File: src/rtl/regfile_ctrl_pkg.sv
// rtl/regfile_ctrl_pkg.sv - shared types and rotating-priority search for the regfile write arbiter
package regfile_ctrl_pkg;

    typedef enum logic {SCRUB, ARB} state_t;

    localparam int REG_ADDR_WIDTH = 5;
    localparam int MAX_REQ        = 8;
    localparam int MAX_IDX_W      = 3;

    // Returns {found, index}: first set bit of req at or above ptr, wrapping modulo num_req.
    function automatic logic [MAX_IDX_W:0] rr_search(
        input logic [MAX_REQ-1:0]   req,
        input logic [MAX_IDX_W-1:0] ptr,
        input int                   num_req
    );
        logic                 found;
        logic [MAX_IDX_W-1:0] idx;
        int                   cand;
        found = 1'b0;
        idx   = '0;
        for (int k = 0; k < MAX_REQ; k++) begin
            cand = (int'(ptr) + k) % num_req;
            if (k < num_req && !found && req[cand[MAX_IDX_W-1:0]]) begin
                found = 1'b1;
                idx   = cand[MAX_IDX_W-1:0];
            end
        end
        return {found, idx};
    endfunction

endpackage

File: src/rtl/regfile_write_arbiter_rr_arbiter.sv
// rtl/regfile_write_arbiter_rr_arbiter.sv - combinational round-robin grant selection
module rr_arbiter
    import regfile_ctrl_pkg::*;
#(
    parameter  int NUM_REQ = 3,
    localparam int IDX_W   = $clog2(NUM_REQ)
) (
    input  logic [NUM_REQ-1:0] req,
    input  logic [IDX_W-1:0]   ptr,
    output logic [NUM_REQ-1:0] grant,
    output logic [IDX_W-1:0]   grant_idx
);

    logic [MAX_IDX_W:0] pick;

    always_comb begin
        pick      = rr_search(MAX_REQ'(req), MAX_IDX_W'(ptr), NUM_REQ);
        grant_idx = IDX_W'(pick[MAX_IDX_W-1:0]);
        grant     = pick[MAX_IDX_W] ? (NUM_REQ'(1'b1) << grant_idx) : '0;
    end

endmodule

File: src/rtl/regfile_write_arbiter.sv
// rtl/regfile_write_arbiter.sv - scrubs the register file after reset, then round-robins its write port
module regfile_write_arbiter
    import regfile_ctrl_pkg::*;
#(
    parameter int DATA_WIDTH    = 32,
    parameter int NUM_REGISTERS = 32,
    parameter int NUM_REQ       = 3
) (
    input  logic                                clk,
    input  logic                                rst,
    input  logic [NUM_REQ-1:0]                  req_valid,
    input  logic [NUM_REQ*REG_ADDR_WIDTH-1:0]   req_addr,
    input  logic [NUM_REQ*DATA_WIDTH-1:0]       req_data,
    output logic [NUM_REQ-1:0]                  req_ready,
    output logic [REG_ADDR_WIDTH-1:0]           writeRegister,
    output logic [DATA_WIDTH-1:0]               writeData,
    output logic                                writeEnable,
    output logic                                init_done
);

    localparam int IDX_W = $clog2(NUM_REQ);
    localparam logic [REG_ADDR_WIDTH-1:0] LAST_REG = REG_ADDR_WIDTH'(NUM_REGISTERS - 1);

    state_t                      state_q, state_d;
    logic [REG_ADDR_WIDTH-1:0]   scrub_cnt_q, scrub_cnt_d;
    logic [IDX_W-1:0]            rr_ptr_q, rr_ptr_d;
    logic                        we_q, we_d;
    logic [REG_ADDR_WIDTH-1:0]   wreg_q, wreg_d;
    logic [DATA_WIDTH-1:0]       wdata_q, wdata_d;
    logic                        init_q, init_d;

    logic [NUM_REQ-1:0]          grant;
    logic [IDX_W-1:0]            grant_idx;
    logic [REG_ADDR_WIDTH-1:0]   g_addr;
    logic [DATA_WIDTH-1:0]       g_data;

    rr_arbiter #(.NUM_REQ(NUM_REQ)) u_rr (
        .req       (req_valid),
        .ptr       (rr_ptr_q),
        .grant     (grant),
        .grant_idx (grant_idx)
    );

    always_comb begin
        g_addr = '0;
        g_data = '0;
        for (int i = 0; i < NUM_REQ; i++) begin
            if (grant[i]) begin
                g_addr = req_addr[i*REG_ADDR_WIDTH +: REG_ADDR_WIDTH];
                g_data = req_data[i*DATA_WIDTH +: DATA_WIDTH];
            end
        end
    end

    always_comb begin
        state_d     = state_q;
        scrub_cnt_d = scrub_cnt_q;
        rr_ptr_d    = rr_ptr_q;
        we_d        = 1'b0;
        wreg_d      = wreg_q;
        wdata_d     = wdata_q;
        init_d      = init_q;
        req_ready   = '0;
        case (state_q)
            SCRUB: begin
                we_d        = 1'b1;
                wreg_d      = scrub_cnt_q;
                wdata_d     = '0;
                scrub_cnt_d = scrub_cnt_q + 1'b1;
                if (scrub_cnt_q == LAST_REG) begin
                    state_d = ARB;
                    init_d  = 1'b1;
                end
            end
            ARB: begin
                // Grant is masked during reset so a pending request is never accepted on a reset edge.
                if (!rst) begin
                    req_ready = grant;
                end
                if (|grant) begin
                    we_d     = (g_addr != '0);
                    wreg_d   = g_addr;
                    wdata_d  = g_data;
                    rr_ptr_d = (int'(grant_idx) == NUM_REQ - 1) ? '0 : grant_idx + 1'b1;
                end
            end
        endcase
    end

    always_ff @(posedge clk) begin
        if (rst) begin
            state_q     <= SCRUB;
            scrub_cnt_q <= REG_ADDR_WIDTH'(1);
            rr_ptr_q    <= '0;
            we_q        <= 1'b0;
            wreg_q      <= '0;
            wdata_q     <= '0;
            init_q      <= 1'b0;
        end else begin
            state_q     <= state_d;
            scrub_cnt_q <= scrub_cnt_d;
            rr_ptr_q    <= rr_ptr_d;
            we_q        <= we_d;
            wreg_q      <= wreg_d;
            wdata_q     <= wdata_d;
            init_q      <= init_d;
        end
    end

    assign writeEnable   = we_q;
    assign writeRegister = wreg_q;
    assign writeData     = wdata_q;
    assign init_done     = init_q;

endmodule

File: config.mk
export PLATFORM = sky130hd
export DESIGN_NAME = regfile_write_arbiter
export DESIGN_NICKNAME = d
export VERILOG_FILES = /design/src/rtl/regfile_ctrl_pkg.sv /design/src/rtl/regfile_write_arbiter_rr_arbiter.sv /design/src/rtl/regfile_write_arbiter.sv
export SDC_FILE = /design/constraint.sdc
export NUM_CORES = 1
export LEC_CHECK = 0
export CAP_MARGIN = 15
export CORE_ASPECT_RATIO = 0.6
export CORE_UTILIZATION = 36
export CTS_CLUSTER_DIAMETER = 30
export DETAILED_ROUTE_END_ITERATION = 10
export GPL_TIMING_DRIVEN = 0
export PLACE_DENSITY = 0.79
export SLEW_MARGIN = 20
export SYNTH_ARGS = -nofsm -noshare
export SYNTH_HDL_FRONTEND = slang
export SYNTH_SLANG_ARGS = --single-unit
File: constraint.sdc
create_clock -name clk -period 3.6 [get_ports clk]
set_input_delay 1.08 -clock clk [delete_from_list [all_inputs] [get_ports clk]]
set_output_delay 1.08 -clock clk [all_outputs]
set_load 0.05 [all_outputs]
==> results.md, run 1 <==
* Int Power at 994.0 uW
* Synthesis Warnings at 0
* Distinct cell type count after synthesis at 43
* Area growth from synthesis to layout at 73.95%
* Total chip power at 1.348 mW
* Rel. slew slack at 0.5119
* Number of buffers created by CTS at 5
* Share of flip-flops with an asynchronous set or reset at 0
* Row cnt at 24
* Area of the core at 0.007537 sq mm
* Root Driver: clkbuf_16
* Iteration-0 DRC Markers at 175
* Largest net degree at the start of global routing at 15
* Max-slew violations at 0
* Die X at 118.2 um
* CTS tree: done
* Worst path bufs/invs at 3
* CTS Hold Bufs at 0
* Worst-margin pin slew at 0.7321 ns
* Failing checks: negative setup slack
* Highest clock rate at 0.2703 GHz
* WP data arrival at 2.62 ns
* Sw frac at 0.2625
* Tmin final at 3.699 ns
* Area of the multi-input gates at 0.001958 sq mm
* Top area cells in the synthesized netlist: dfxtp_1 32%, nand2_1 14%, a311o_1 11%
* Clock Sinks at 47
* Leakage power at 1.862 nW
* Main flop type after synthesis: dfxtp_1
* Routed WL per cell at 16.99 um
* Crit-path slowest cell: mux2_4
* Area fraction of the dominant cell type after synthesis at 0.3227
* Final non-filler cell total at 670
* Final Setup Violations at 2
* Most used cell, CP: buf_8
* Status: finished with violations
* Starting Density at 0.3868
* IO buf count at 157
* Mapped Cells at 385
* Power density cells at 265.8 mW/mm^2
* RR Startpoint: rr_ptr_q[0]
* Worst hold path type: reg -> reg
* Synthesized area at 0.002915 sq mm
* Initial antenna violation count at 0
* Grt ovf at 0
* Min-delay src: writeData[28]
* DP Worst Slack at -1.522 ns
* Req. time, crit path at 2.52 ns
* TNS Setup at -0.1608 ns
* Detailed Route WL at 11.38 mm
* RSZ-0062 raised after global routing: yes
* Crit Path Class: in -> out
* Worst-path cell chain: buf_8 -> mux2_4 -> a21oi_4 -> o31ai_2 -> and2_4 -> or2_4 -> buf_8 -> nor4b_4 -> buf_6
* Max FO, Critical Path at 4
* Diode count at 0
* Fin. Hold Viols at 0
* Die area at 0.008474 sq mm
* Vias in the first global route at 3518
* Yosys reg bits at 47
* Clock latency on the worst-skew pair at 0.28 ns
* Peak VDD IR at 0.2040 mV
* Hpwl dp at 8.344 mm
* Share of cells above drive strength 1 at 0.1360
* I/O pin cnt at 158
* H-tree depth at 2
* Via count at 3596
* Register area share after synthesis at 0.3227
* GRT Overall Usage at 0.2613
* Syn_area_per_cell at 7.572 sq um
* Detailed-route DRC error count at 0
* Clk buf depth at 2
* Synth Net Count at 511
* Reg area at 943.4 sq um
* Placed insts at 646
* Clk slew on worst S/H paths at 0.06 ns
* Clock share of power at 0.334
* Final Skew at 0.004727 ns
* Fillers at 646
* Leading area contributor after synthesis: dfxtp_1
* Cell family with most CP delay: simple AND/OR/NAND/NOR gates
* Final Wtd Congestion at 0.8855
* Worst setup margin at -0.09893 ns
* Comb power frac at 0.269
* Antenna-violating nets left at 0
* Die height at 71.71 um
* First-pass GRT wire length at 17.39 mm
* Sw power at 353.7 uW
* Routed vias/inst at 5.367
* Crit path launch: req_valid[0]
* Final period util at 1.027
* Pre-antenna DRT Iters at 4
* Layout Nets at 691
* Sequential cell fraction of total power at 0.397
* Number of max-cap violations at 0
* Startpoint Class: input port
* EDFF count, synth at 0
* Slowest stage delay, CP at 0.28 ns
* CP endpoint kind: primary output
stage by stage:
stage / cell area (sq um) / utilization / hold WS (ns)
after floorplan: 2938 / - / 0.4770
after global placement: 4639 / 0.6155 / 0.4367
after detailed placement: 4639 / 0.6155 / 0.4466
after CTS: 5012 / 0.6650 / 0.4521
after global routing: 5071 / 0.6728 / 0.4656
final: 5071 / 0.6728 / 0.4517
timing repair:
action / CTS / global route
endpoints found under the setup margin: 3 / 3
resized for setup: 66 / 18
setup buffers: 18 / 3
pin swaps: 13 / 10
hold endpoints to repair: 0 / 0
cloned: 1 / 0
worst reg2reg max path: stages, from the launching register on:
cell	delay (ns)
dfxtp_2	0.40
inv_2	0.09
ha_2	0.26
mux2i_4	0.20
buf_4	0.14
buf_4	0.13
buf_4	0.12
a21boi_4	0.15
nor2_4	0.32
buf_4	0.25
clkbuf_1	0.40
nand2_1	0.12
a311o_1	0.34
a21oi_1	0.15
cell usage in the layout, fill, tap and decap left out, drive strengths merged, types with 6 or more instances in the layout:
cell and instances:
a21oi 36, a311o 32, a311oi 6, buf 35, clkbuf 24, clkdlybuf4s50 151, dfxtp 47, ha 10
mux2i 8, nand2 111, nor2 20, nor3 33, o21ai 13
logic make-up after synthesis:
logic type	count (synthesis)	synth area share
xor+xnor	3	0.009015
simple gates	181	0.2687
buf+inv	37	0.06953
compound gates	96	0.2468
mux	11	0.04034
flops	47	0.3227
fa+ha+maj	10	0.04292
power by group through the flow:
stage | clock network, mW | logic, mW | registers, mW
2_1_floorplan | 0 | 0.145 | 0.557
3_3_place_gp | 0 | 0.325 | 0.546
3_5_place_dp | 0 | 0.332 | 0.547
4_1_cts | 0.451 | 0.355 | 0.535
5_1_grt | 0.479 | 0.385 | 0.536
6_report | 0.450 | 0.362 | 0.536
synth_stat cells, types with 2 or more instances:
cell,n
ha_1,10
a21oi_1,34
xor2_1,2
and3_1,2
nor3_1,33
o21ai_1,5
mux2_2,2
buf_2,3
and2_1,2
dfxtp_1,47
nor3b_1,2
buf_6,8
inv_1,5
nor2b_1,2
clkbuf_1,20
mux2i_1,8
nand4_1,2
nor2_1,18
nand2_1,111
a311oi_1,6
a311o_1,32
o21ai_0,8
a21oi_2,2
nor2_2,2
worst paths after layout:
path / endpoint / slack (ns) / depth (start not counted)
worst max-delay path: req_ready[0] / -0.1 / 9
worst min-delay path: writeData[28] / 0.45 / 2
worst max register to register: writeData[20] / 0.47 / 13
worst min register to register: writeData[28] / 0.45 / 2
registers in the layout, indices dropped and copies added, names as in the netlist:
signal / count
state_q: 1
writeRegister: 5
writeEnable: 1
writeData: 32
init_done: 1
scrub_cnt_q: 5
rr_ptr_q: 2
layout make-up:
type	instances	area share
Sequential cell	47	0.1860
Clock inverter	2	0.002467
Buffer	26	0.02591
Tap cell	104	0.02566
Inverter	5	0.003701
Clock buffer	6	0.02541
Timing Repair Buffer	178	0.3447
Multi-Input combinational cell	302	0.3861
metal layers:
layer	global-route usage	routed length, um	vias up
met5	0	0	-
met4	0.04558	55	0
met3	0.06927	984	5
met2	0.4562	5299	141
met1	0.3291	5043	1717
li1	-	-	1733
Note: power is estimated with default switching activity, not from simulation.
==> run 2: changes to the inputs <==
- REMOVE_ABC_BUFFERS: unset -> 1
==> run 2 against run 1 <==
Compared with the run above:
- the run still ends with negative setup slack left
- register-to-register slack improved by 0.10 ns
- sequential share of layout area decreased by 0.23 points
- wire length is 6.1% higher
- sequential power barely moved
- die area unchanged
- non-clock buffer count fell by 20
- utilization increased by 1.0 points
- critical endpoint unchanged
- highest routed layer unchanged
==> results.md, run 2 (same netlist as run 1, synthesis figures left out) <==
* CTS tree: done
* Final Skew at 0.003828 ns
* First-pass GRT wire length at 18.60 mm
* Crit path launch: req_valid[1]
* IO buf count at 157
* WP data arrival at 2.61 ns
* Max FO, Critical Path at 5
* Placed insts at 619
* H-tree depth at 2
* Grt ovf at 0
* Number of buffers created by CTS at 5
* Area of the multi-input gates at 0.001976 sq mm
* Routed vias/inst at 5.620
* Req. time, crit path at 2.52 ns
* Clk buf depth at 2
* Fin. Hold Viols at 0
* Status: finished with violations
* Die area at 0.008474 sq mm
* Row cnt at 24
* Clock latency on the worst-skew pair at 0.28 ns
* Power density cells at 282.0 mW/mm^2
* Startpoint Class: input port
* Crit Path Class: in -> out
* Largest net degree at the start of global routing at 36
* RR Startpoint: rr_ptr_q[1]
* Initial antenna violation count at 0
* Iteration-0 DRC Markers at 201
* Final period util at 1.025
* Vias in the first global route at 3569
* Pre-antenna DRT Iters at 5
* Commonest non-fill, non-tap cell in the layout: clkdlybuf4s50_1
* Detailed Route WL at 12.08 mm
* Clk slew on worst S/H paths at 0.07 ns
* Commonest non-fill, non-tap cells in the layout: 150 x clkdlybuf4s50_1, 110 x nand2_1, 45 x dfxtp_1
* Starting Density at 0.3868
* CP endpoint kind: primary output
* Die X at 118.2 um
* Min-delay src: writeData[14]
* Total chip power at 1.452 mW
* Worst setup margin at -0.08957 ns
* Detailed-route DRC error count at 0
* Area of the core at 0.007537 sq mm
* Fin util at 0.6831
* Max FFs per register at 32
* Tmin final at 3.690 ns
* Final Wtd Congestion at 0.8301
* Rel. slew slack at 0.4543
* Leakage power at 1.917 nW
* Worst-margin pin slew at 0.8174 ns
* Hpwl dp at 7.254 mm
* Final Setup Violations at 2
* I/O pin cnt at 158
* Share of cells above drive strength 1 at 0.1460
* Final non-filler cell total at 652
* Diode count at 0
* Peak VDD IR at 0.2401 mV
* Number of max-cap violations at 0
* Clock Sinks at 47
* Highest clock rate at 0.2710 GHz
* Reg area at 945.9 sq um
* Failing checks: negative setup slack
* Fillers at 599
* RSZ-0062 raised after global routing: yes
* Root Driver: clkbuf_16
* GRT Overall Usage at 0.2788
* Via count at 3664
* Area growth from synthesis to layout at 76.61%
* Antenna-violating nets left at 0
* Max-slew violations at 0
* Die height at 71.71 um
* Routed WL per cell at 18.53 um
* Layout Nets at 673
* Worst hold path type: reg -> reg
[run 2: cell types whose count changed in the layout (fill, tap and decap cells not counted), moves of 2 or more]
cell	delta
buf_2	-3
buf_16	+3
buf_6	-2
buf_8	-2
clkbuf_1	-19
bufbuf_16	+2
[run 2: critical path, stage by stage]
cell and delay [ns]:
buf_6 0.09, nand2b_1 0.10, mux2_4 0.29, buf_4 0.16
o31ai_2 0.07, and2_4 0.21, or2_4 0.16, nor4b_4 0.24
buf_6 0.20
[run 2: worst paths after layout]
path	endpoint	slack, ns	cells past startpoint
worst max register to register	writeData[17]	0.57	11
worst min-delay path	writeData[14]	0.45	2
worst min register to register	writeData[14]	0.45	2
worst max-delay path	req_ready[0]	-0.09	9
[run 2: area by class of cell]
class	count	share of cell area
multi-input cells	304	0.3837
repair buffers	184	0.3704
flip-flops and latches	47	0.1837
well taps	104	0.02527
clock buffers	5	0.02430
clock inverters	3	0.008991
inverters	5	0.003645
[run 2: metrics by stage]
stage               worst slack, ns  hold WS [ns]  setup TNS (ns)  instance area [sq um]
finish                     -0.08957        0.4535         -0.1428                   5149
detailed placement           -2.105        0.4450          -20.62                   4584
CTS                         -0.1383        0.4529         -0.1829                   5117
global route                -0.1270        0.4736         -0.2049                   5149
floorplan                    -1.861        0.4720          -11.68                   2731
global placement             -3.727        0.4373          -82.68                   4433
[run 2: power breakdown]
part | switching, mW | internal, mW
Combinational | 0.155 | 0.219
Clock | 0.214 | 0.331
Sequential | 0.00648 | 0.527
[run 2: what timing repair did]
item,4_1_cts,5_1_grt
buffers inserted,18,3
pin swaps,12,4
setup endpoints to repair,34,3
gates cloned,5,0
gates resized for setup,70,11
hold buffers,0,0
[run 2: routing by layer]
layer | vias to the layer above | global-route usage | wire (um)
met5 | - | 0 | 0
met3 | 20 | 0.07325 | 972
met2 | 172 | 0.4634 | 5617
li1 | 1699 | - | -
met1 | 1773 | 0.3566 | 5295
met4 | 0 | 0.08547 | 195
==> run 3: changes to the inputs <==
- ABC_CLOCK_PERIOD_IN_PS: unset -> 3600
- REMOVE_ABC_BUFFERS: 1 -> unset
==> results of run 3 <==
No change in the layout: final DEF, timing and power equal those of run 1.
